[src/rtl/usb_uart_ctrl.sv]
// USB-UART controller for the NORA $9F55-$9F57 window: CTRL/STAT/DATA registers,
// TX/RX byte FIFOs, 8N1 serialiser/deserialiser and optional CTS/RTS flow control.

module usb_uart_fifo #(
  parameter int unsigned DEPTH = 16
) (
  input  logic                   clk,
  input  logic                   rst,
  input  logic                   push,
  input  logic [7:0]             wdata,
  input  logic                   pop,
  output logic [7:0]             rdata,
  output logic [$clog2(DEPTH):0] count
);
  localparam int unsigned AW = $clog2(DEPTH);
  localparam logic [AW:0] PTR_ONE = {{AW{1'b0}}, 1'b1};

  logic [7:0]  mem_q [DEPTH];
  logic [AW:0] wp_q, wp_d, rp_q, rp_d;
  logic        empty, full, push_ok, pop_ok;

  // A pop on a full FIFO frees the slot a same-cycle push then takes.
  always_comb begin
    empty   = (wp_q == rp_q);
    full    = (wp_q[AW] != rp_q[AW]) && (wp_q[AW-1:0] == rp_q[AW-1:0]);
    pop_ok  = pop && !empty;
    push_ok = push && (!full || pop_ok);
    wp_d    = push_ok ? wp_q + PTR_ONE : wp_q;
    rp_d    = pop_ok  ? rp_q + PTR_ONE : rp_q;
  end

  always_ff @(posedge clk) begin
    if (rst) begin
      wp_q <= '0;
      rp_q <= '0;
    end else begin
      wp_q <= wp_d;
      rp_q <= rp_d;
    end
  end

  always_ff @(posedge clk) begin
    if (push_ok) mem_q[wp_q[AW-1:0]] <= wdata;
  end

  assign rdata = mem_q[rp_q[AW-1:0]];
  assign count = wp_q - rp_q;
endmodule

module usb_uart_ctrl #(
  parameter int unsigned CLK_HZ     = 48_000_000,
  parameter int unsigned FIFO_DEPTH = 16
) (
  input  logic       clk,
  input  logic       rst,
  input  logic       reg_cs,
  input  logic [1:0] reg_addr,
  input  logic       reg_wr_pulse,
  input  logic       reg_rd_pulse,
  input  logic [7:0] reg_wdata,
  output logic [7:0] reg_rdata,
  input  logic       uart_rx,
  input  logic       uart_cts_n,
  output logic       uart_tx,
  output logic       uart_rts_n
);
  localparam int unsigned AW = $clog2(FIFO_DEPTH);

  function automatic int unsigned div_of(input int unsigned baud);
    int unsigned d;
    d = (CLK_HZ + baud / 2) / baud;
    return (d == 0) ? 1 : d;
  endfunction

  localparam int unsigned   DW      = $clog2(div_of(9600) + 1);
  localparam logic [DW-1:0] DW_ONE  = {{(DW-1){1'b0}}, 1'b1};
  localparam logic [AW:0]   RTS_LVL = (AW+1)'(FIFO_DEPTH - 2);

  // Register decode
  logic ctrl_wr, data_wr, stat_rd, data_rd;
  assign ctrl_wr = reg_cs && reg_wr_pulse && (reg_addr == 2'd0);
  assign data_wr = reg_cs && reg_wr_pulse && (reg_addr == 2'd2);
  assign stat_rd = reg_cs && reg_rd_pulse && (reg_addr == 2'd1);
  assign data_rd = reg_cs && reg_rd_pulse && (reg_addr == 2'd2);

  logic [3:0] ctrl_q, ctrl_d;
  logic       ovr_q, ovr_d, ferr_q, ferr_d, rts_q, rts_d;

  // Input synchronisers
  logic rx_meta_q, rx_sync_q, rx_prev_q;
  logic cts_meta_q, cts_sync_q;

  always_ff @(posedge clk) begin
    if (rst) begin
      rx_meta_q <= 1'b1;
      rx_sync_q <= 1'b1;
      rx_prev_q <= 1'b1;
    end else begin
      rx_meta_q <= uart_rx;
      rx_sync_q <= rx_meta_q;
      rx_prev_q <= rx_sync_q;
    end
  end

  always_ff @(posedge clk) begin
    cts_meta_q <= uart_cts_n;
    cts_sync_q <= cts_meta_q;
  end

  logic [DW-1:0] div_sel;
  always_comb begin
    case (ctrl_q[2:0])
      3'd0:    div_sel = DW'(div_of(9600));
      3'd1:    div_sel = DW'(div_of(19200));
      3'd2:    div_sel = DW'(div_of(38400));
      3'd3:    div_sel = DW'(div_of(57600));
      3'd4:    div_sel = DW'(div_of(115200));
      3'd5:    div_sel = DW'(div_of(230400));
      3'd6:    div_sel = DW'(div_of(1000000));
      default: div_sel = DW'(div_of(3000000));
    endcase
  end

  // FIFOs
  logic [7:0] tx_head, rx_head, rx_byte;
  logic [AW:0] tx_count, rx_count;
  logic tx_pop, rx_push;
  logic tx_empty, tx_full, rx_empty, rx_full;

  usb_uart_fifo #(.DEPTH(FIFO_DEPTH)) u_tx_fifo (
    .clk   (clk),
    .rst   (rst),
    .push  (data_wr),
    .wdata (reg_wdata),
    .pop   (tx_pop),
    .rdata (tx_head),
    .count (tx_count)
  );

  usb_uart_fifo #(.DEPTH(FIFO_DEPTH)) u_rx_fifo (
    .clk   (clk),
    .rst   (rst),
    .push  (rx_push),
    .wdata (rx_byte),
    .pop   (data_rd),
    .rdata (rx_head),
    .count (rx_count)
  );

  assign tx_empty = (tx_count == '0);
  assign tx_full  = tx_count[AW];
  assign rx_empty = (rx_count == '0);
  assign rx_full  = rx_count[AW];

  // Transmitter
  typedef enum logic [1:0] {TX_IDLE, TX_START, TX_DATA, TX_STOP} tx_state_e;
  tx_state_e     tx_state_q;
  logic [DW-1:0] tx_div_q, tx_cnt_q;
  logic [2:0]    tx_bit_q;
  logic [7:0]    tx_shift_q;
  logic          tx_line_q, tx_busy_q;
  logic          tx_bit_end, tx_start;

  // The end of STOP may chain straight into the next START with no idle gap.
  always_comb begin
    tx_bit_end = (tx_cnt_q == tx_div_q - DW_ONE);
    tx_start   = ((tx_state_q == TX_IDLE) || ((tx_state_q == TX_STOP) && tx_bit_end))
                 && !tx_empty && (!ctrl_q[3] || !cts_sync_q);
    tx_pop     = tx_start;
  end

  always_ff @(posedge clk) begin
    if (rst) begin
      tx_state_q <= TX_IDLE;
      tx_div_q   <= '0;
      tx_cnt_q   <= '0;
      tx_bit_q   <= '0;
      tx_shift_q <= '0;
      tx_line_q  <= 1'b1;
      tx_busy_q  <= 1'b0;
    end else begin
      tx_line_q <= (tx_state_q == TX_START) ? 1'b0 :
                   (tx_state_q == TX_DATA)  ? tx_shift_q[0] : 1'b1;
      tx_busy_q <= (tx_state_q != TX_IDLE);
      if (tx_start) begin
        tx_state_q <= TX_START;
        tx_div_q   <= div_sel;
        tx_cnt_q   <= '0;
        tx_shift_q <= tx_head;
      end else begin
        case (tx_state_q)
          TX_START: begin
            if (tx_bit_end) begin
              tx_state_q <= TX_DATA;
              tx_cnt_q   <= '0;
              tx_bit_q   <= '0;
            end else begin
              tx_cnt_q <= tx_cnt_q + DW_ONE;
            end
          end
          TX_DATA: begin
            if (tx_bit_end) begin
              tx_cnt_q   <= '0;
              tx_shift_q <= {1'b0, tx_shift_q[7:1]};
              if (tx_bit_q == 3'd7) tx_state_q <= TX_STOP;
              else                  tx_bit_q   <= tx_bit_q + 3'd1;
            end else begin
              tx_cnt_q <= tx_cnt_q + DW_ONE;
            end
          end
          TX_STOP: begin
            if (tx_bit_end) tx_state_q <= TX_IDLE;
            else            tx_cnt_q   <= tx_cnt_q + DW_ONE;
          end
          default: tx_state_q <= TX_IDLE;
        endcase
      end
    end
  end

  // Receiver
  typedef enum logic [1:0] {RX_IDLE, RX_START, RX_DATA, RX_STOP} rx_state_e;
  rx_state_e     rx_state_q;
  logic [DW-1:0] rx_div_q, rx_cnt_q, rx_half;
  logic [2:0]    rx_bit_q;
  logic [7:0]    rx_shift_q;
  logic          rx_fall, rx_bit_end, rx_stop_smp, ovr_evt, ferr_evt;

  always_comb begin
    rx_fall     = rx_prev_q && !rx_sync_q;
    rx_half     = ((rx_div_q >> 1) == '0) ? '0 : (rx_div_q >> 1) - DW_ONE;
    rx_bit_end  = (rx_cnt_q == rx_div_q - DW_ONE);
    rx_stop_smp = (rx_state_q == RX_STOP) && rx_bit_end;
    rx_push     = rx_stop_smp && rx_sync_q;
    rx_byte     = rx_shift_q;
    ferr_evt    = rx_stop_smp && !rx_sync_q;
    ovr_evt     = rx_push && rx_full && !data_rd;
  end

  always_ff @(posedge clk) begin
    if (rst) begin
      rx_state_q <= RX_IDLE;
      rx_div_q   <= '0;
      rx_cnt_q   <= '0;
      rx_bit_q   <= '0;
      rx_shift_q <= '0;
    end else begin
      case (rx_state_q)
        RX_IDLE: begin
          if (rx_fall) begin
            rx_state_q <= RX_START;
            rx_div_q   <= div_sel;
            rx_cnt_q   <= '0;
          end
        end
        RX_START: begin
          if (rx_cnt_q == rx_half) begin
            rx_cnt_q <= '0;
            rx_bit_q <= '0;
            rx_state_q <= rx_sync_q ? RX_IDLE : RX_DATA;
          end else begin
            rx_cnt_q <= rx_cnt_q + DW_ONE;
          end
        end
        RX_DATA: begin
          if (rx_bit_end) begin
            rx_cnt_q   <= '0;
            rx_shift_q <= {rx_sync_q, rx_shift_q[7:1]};
            if (rx_bit_q == 3'd7) rx_state_q <= RX_STOP;
            else                  rx_bit_q   <= rx_bit_q + 3'd1;
          end else begin
            rx_cnt_q <= rx_cnt_q + DW_ONE;
          end
        end
        RX_STOP: begin
          if (rx_bit_end) rx_state_q <= RX_IDLE;
          else            rx_cnt_q   <= rx_cnt_q + DW_ONE;
        end
        default: rx_state_q <= RX_IDLE;
      endcase
    end
  end

  // Control, sticky status and RTS
  always_comb begin
    ctrl_d = ctrl_wr ? reg_wdata[3:0] : ctrl_q;
    ovr_d  = ovr_evt  || (ovr_q  && !stat_rd);
    ferr_d = ferr_evt || (ferr_q && !stat_rd);
    rts_d  = ctrl_q[3] && (rx_count >= RTS_LVL);
  end

  always_ff @(posedge clk) begin
    if (rst) begin
      ctrl_q <= 4'h4;
      ovr_q  <= 1'b0;
      ferr_q <= 1'b0;
      rts_q  <= 1'b0;
    end else begin
      ctrl_q <= ctrl_d;
      ovr_q  <= ovr_d;
      ferr_q <= ferr_d;
      rts_q  <= rts_d;
    end
  end

  logic [7:0] stat_val;
  assign stat_val = {rx_empty, rx_full, ovr_q, ferr_q, tx_full, tx_empty, cts_sync_q, tx_busy_q};

  always_comb begin
    reg_rdata = '0;
    case (reg_addr)
      2'd0:    reg_rdata = {4'b0000, ctrl_q};
      2'd1:    reg_rdata = stat_val;
      2'd2:    reg_rdata = rx_empty ? 8'h00 : rx_head;
      default: reg_rdata = '0;
    endcase
  end

  assign uart_tx    = tx_line_q;
  assign uart_rts_n = rts_q;
endmodule

[config.mk]
export PLATFORM = sky130hd
export DESIGN_NAME = usb_uart_ctrl
export DESIGN_NICKNAME = d
export VERILOG_FILES = /design/src/rtl/usb_uart_ctrl.sv
export SDC_FILE = /design/constraint.sdc
export NUM_CORES = 1
export LEC_CHECK = 0
export CORE_ASPECT_RATIO = 0.75
export CORE_MARGIN = 1
export CORE_UTILIZATION = 32
export DETAILED_ROUTE_END_ITERATION = 8
export RECOVER_POWER = 25
export SYNTH_ARGS = -nofsm -noshare
export SYNTH_HDL_FRONTEND = slang
export SYNTH_SLANG_ARGS = --single-unit
export TNS_END_PERCENT = 20
[constraint.sdc]
create_clock -name clk -period 3.6 [get_ports clk]
set_clock_uncertainty 0.15 [all_clocks]
set_input_delay 1.08 -clock clk [delete_from_list [all_inputs] [get_ports clk]]
set_output_delay 1.08 -clock clk [all_outputs]
set_load 0.1 [all_outputs]
## Word level (Yosys, flattened, before mapping)

Memories as Yosys holds them, arrays and structs flattened. A register that Yosys moved wholly into a read port is not among the register bits.
Index checks and enable logic that the tools add are counted.

- Output and inout bits: 10
- Latch bits: 0
- RAM bits: 256
- Bits of input ports: 17
- Memories kept: 2
- Bits in registers: 112
- Memory bits (read-only): 0

- Equality and inequality tests: 42
- Multiplexer cells: 46
- $mul: 0
- Shift-type cells: 0
- Magnitude comparators: 1
- Reduce and logical (&&, ||, !) cells: 65
- Add/sub/neg operators: 13
- Divide/modulo/power cells: 0
- Bitwise logic cells: 1

Memory list:

| memory | words | width | read ports | clocked after memory_dff | wr ports | line | RTL |
|---|---|---|---|---|---|---|---|
| u_rx_fifo.mem_q | 16 | 8 | 1 | 1 | 1 | 18 | `logic [7:0] mem_q [DEPTH];` |
| u_tx_fifo.mem_q | 16 | 8 | 1 | 1 | 1 | 18 |  |

Operators by type and width:

| kind | number |
|---|---|
| 13-bit 2-to-1 mux | 7 |
| 13-bit one-hot mux with 7 select lines | 1 |
| 13-bit one-hot mux with 4 select lines | 1 |
| 13-bit == test | 3 |
| 8-bit 2-to-1 mux | 4 |
| 13-bit by 1-bit adder with 13-bit output (second input constant) | 2 |
| 13-bit one-hot mux with 2 select lines | 1 |
| 13-bit by 1-bit subtractor with 13-bit output (second input constant) | 2 |
| 1-bit logical AND | 24 |
| 2-bit != test (second input constant) | 12 |
| 8-bit one-hot mux with 3 select lines | 1 |
| 5-bit by 1-bit adder with 5-bit output (second input constant) | 4 |
| 2-bit 2-to-1 mux | 10 |
| 3-bit 2-to-1 mux | 6 |
| 4-bit 2-to-1 mux | 4 |
| 3-bit == test (second input constant) | 5 |
| 13-bit zero test | 1 |
| 12-bit by 1-bit subtractor with 13-bit output (second input constant) | 1 |
| 3-bit one-hot mux with 2 select lines | 2 |
| 4-bit AND reduction | 3 |
| 2-bit nonzero test | 6 |
| 2-bit == test (second input constant) | 5 |
| 5-bit == test | 2 |
| 1-bit zero test | 10 |
| 22 further kinds | 51 |

## Depth between registers and ports, before layout

- Depth after elaboration: 11
- Mapped depth: 14
- Mapped depth without buffers: 11

## Hierarchy

From an unflattened synthesis, not the netlist that was laid out.

- Cell total of the unflattened synthesis: 1312
- Area, all modules: 16848.7 um^2

Modules (own cells, without submodules):

| module | area an instance (um^2) | sequential area each (um^2) | cells each | instances |
|---|---|---|---|---|
| usb_uart_fifo at u_tx_fifo | 5683.0 | 4124.0 | 304 | 1 |
| usb_uart_fifo at u_rx_fifo | 5656.7 | 4124.0 | 302 | 1 |
| usb_uart_ctrl | 5509.0 | 1721.7 | 706 | 1 |

## Worst setup path after synthesis

OpenSTA, ideal clock, no wires.

- Kind: register to output
- From: register u_rx_fifo.wp_q[0]
- To: output port reg_rdata[4]
- Required time: 2.370 ns
- Cell stages (with the launch flop): 11
- Data arrival time: 4.041 ns
- Path buffers: 0
- Path slack: -1.671 ns
- Cells stage by stage: dfxtp_1 -> inv_1 -> ha_1 -> inv_1 -> fa_1 -> a21o_1 -> a21oi_1 -> xnor2_1 -> nor4_1 -> nand2b_1 -> o21ai_0

- Longest elaborated chain between the ends: 4

RTL lines:

| item | line | RTL |
|---|---|---|
| from (decl) | 19 | `logic [AW:0] wp_q, wp_d, rp_q, rp_d;` |
| from (signal assigned) | 37 | `wp_q <= wp_d;` |
| 5-bit subtractor | 47 | `assign count = wp_q - rp_q;` |
| 5-bit zero test | 152 | `assign rx_empty = (rx_count == '0);` |
| 8-bit 2-to-1 mux | 314 | `2'd2: reg_rdata = rx_empty ? 8'h00 : rx_head;` |
| 8-bit one-hot mux with 3 select lines | 311 | `case (reg_addr)` |
| to (decl) | 61 | `output logic [7:0] reg_rdata,` |

Every way passes these cells.

## Worst setup path after layout

- From: register u_rx_fifo.wp_q[0]
- To: output port reg_rdata[1]

The elaborated chain is that of the path after synthesis.

==> impl_metrics.toml <==
[cells_and_area]
multi_input_area_mm2 = 0.006593
seq_area_mm2 = 0.009975
instances_no_fill = 2072
nNetsFinal = 1386
utilization_pct = 39.92
syn_to_final_growth_pct = 22.94
most-common-layout-cells = "edfxtp_1 (256), dfxtp_1 (110), nor2_1 (91), buf_4 (84), mux4_2 (80)"
mostFrequentLayoutCell = "edfxtp_1"
drive_gt1_share_pct = 24.87
fillers = 4718
final_area_mm2 = 0.02060

[timing]
worst_slew_pin_slew_ps = 1685
min_period_ps = 4246
whs_ps = 183.6
maxSlewViolCount = 78
finalCritPeriodShare_pct = 117.9
fin_setup_tns_ps = -4632
finalSetupViolCount = 8
finalHoldViolCount = 0
rsz0062_at_grt = "true"
fmax_ghz = 0.2355
setup_ws_ps = -646.1
maxSlewHeadroom_pct = -12.34

[die]
rows = 72
fp.dieW_um = 266.3
ioPinCount = 27
core_area_mm2 = 0.05162
die_area_mm2 = 0.05330
initial_utilization_pct = 32.47
die_h_um = 200.2

[power]
power_density_mw_per_mm2 = 468.2
p_leak_nw = 6.992
power_mw = 9.648
ir_worst_vdd_mv = 0.5133

[route]
antenna_left = 0
wl_met2_um = 16790
via_per_inst = 5.033
wl_um = 39140
firstDrtPassIters = 5
wl_per_cell_um = 18.89
met1_length_um = 19220
via_count = 10428
dr.first_iter.drc_count = 957
wl_met3_um = 2561
highest_layer = "met4"
drc_errors = 0

[synth]
synth_area_mm2 = 0.01676
synth_edf_count = 256
yosysUniqueCellTypes = 79
seq_area_frac_synth_pct = 59.48
yosysWarnings = 0
synth_area_leaders = "edfxtp_1 (46%), dfxtp_1 (14%), mux4_2 (11%)"
ys.flop_type = "edfxtp_1"
async_flop_share_pct = 0
syn_nets = 1277
synth_seq_cells = 370
synthCells = 1227
avgSynthCellArea_um2 = 13.66
synth_top_area_cell = "edfxtp_1"
synth_largest_type_area_fraction_pct = 45.87

[clock_tree]
clock_sink_count = 370
htree_levels = 2
cts_inserted_buffers = 40
root_buffer = "clkbuf_16"
clk_pin_slew_ps = 60
clockBufferDepth = 3
insertion_delay_ps = 560
cts_tree = "done"

[worst_setup_path]
start_kind = "register"
cp_max_fo = 3
worst_setup_path_end_kind = "output pin"
critical_path_class = "register to output pin"
critical_path_arrival_ps = 3020
crit_required_ps = 2370

[global_route]
antenna_found_initial = 1
track_usage_pct = 14.78
grt_max_degree = 78
grt_pass1_vias = 10275
gr-total-overflow = 0
grt_pass1_wl_um = 61330

[status]
failed_checks = "max-capacitance violations, max-slew violations, negative setup slack"
outcome = "complete, but fails checks"

[placed_design]
place.gp.congestion = 0.8896
placed_area_mm2 = 0.01898
dp_cells = 1992
dp_hpwl_um = 26830
pre_cts_slack_ps = -112.4
numPortBuffers = 26

[flow_run]
maxCapViolations = 1

[worst_hold_path]
hp-class = "register to register"
what timing repair did:
item / CTS / global route
hold buffers: 0 / 0
endpoints found under the setup margin: 123 / 257
gates resized for setup: 12 / 18
pin swaps: 3 / 3
buffers inserted: 3 / 3
metal layers:
| layer | vias up | GRT usage, % |
|---|---|---|
| li1 | 4877 | - |
| met1 | 5220 | 22.37 |
| met2 | 283 | 21.34 |
| met3 | 48 | 3.442 |
| met4 | 0 | 3.222 |
| met5 | - | 0 |
area by class of cell:
cell class                      count  area share [%]
Sequential cell                   370           48.41
Multi-Input combinational cell    748           32.00
Timing Repair Buffer              142           7.566
Clock buffer                       49           5.119
Tap cell                          703           4.269
Clock inverter                     24           1.998
Inverter                           34          0.6194
Antenna cell                        2         0.02429
synthesized netlist by cell type, types with 4 or more instances:
library cell,number
mux2i_1,34
a21oi_2,4
dfxtp_1,114
buf_1,16
inv_1,33
and4_1,9
or3_1,10
buf_2,6
and3_1,31
mux2_1,7
a211o_1,5
buf_4,4
a21oi_1,39
nand4_1,16
clkbuf_1,46
nand3_1,30
nor4_1,13
a211oi_1,7
nor2_1,91
o21ai_0,26
nand2_1,73
nand3b_1,5
a22o_1,6
xnor2_1,40
a211oi_2,8
nor3_1,18
a21o_1,8
a31oi_1,6
edfxtp_1,256
o2111ai_1,5
xor2_1,22
nor3b_1,9
nand2b_1,17
and2_1,9
ha_1,31
or2_2,6
mux4_2,80
nor2b_1,20
cell families (layout without fill, tap and decap cells):
family	after synthesis	in the layout	share of synthesized area [%]
flops	370	370	59.48
other cells	0	2	0
mux	124	124	13.45
buf+inv	109	249	2.710
fa+ha+maj	33	33	2.553
xor+xnor	64	64	3.516
compound gates	153	153	6.532
simple gates	374	374	11.75
critical path: stages (launching register included):
cell and delay [ps]:
dfxtp_2 320, inv_2 70, ha_4 120, inv_2 40
fa_2 360, a21o_1 180, a21oi_2 160, xnor2_2 120
nor4_4 320, buf_4 180, nor2b_1 40, mux2i_1 240
o21ai_4 130, buf_12 180
state kept, by name (all words and copies together) (netlist names), 4 cells and up, named ones only:
| signal | flops |
|---|---|
| ctrl_q | 4 |
| rx_byte | 8 |
| rx_cnt_q | 13 |
| rx_div_q | 10 |
| tx_cnt_q | 13 |
| tx_div_q | 10 |
| tx_shift_q | 8 |
| u_rx_fifo.mem_q | 128 |
| u_rx_fifo.rp_q | 5 |
| u_rx_fifo.wp_q | 5 |
| u_tx_fifo.mem_q | 128 |
| u_tx_fifo.rp_q | 5 |
| u_tx_fifo.wp_q | 5 |
report_power, final:
group / internal, mW / switching, mW
sequential: 4.54 / 0.0311
clock: 2.83 / 1.73
combinational: 0.218 / 0.293
total: 7.59 / 2.06
final timing paths:
path,endpoint,start,depth (start not counted),slack (ps)
min,cts_sync_q$_DFF_P_,cts_meta_q$_DFF_P_,0,180
min reg2reg,cts_sync_q$_DFF_P_,cts_meta_q$_DFF_P_,0,180
max reg2reg,u_tx_fifo.mem_q[8][0]$_DFFE_PP_,tx_div_q[0]$_SDFFE_PP0N_,9,90
max,reg_rdata[1],u_rx_fifo.wp_q[0]$_SDFFE_PP0P_,13,-650
Power figures use the tool's default switching activity.
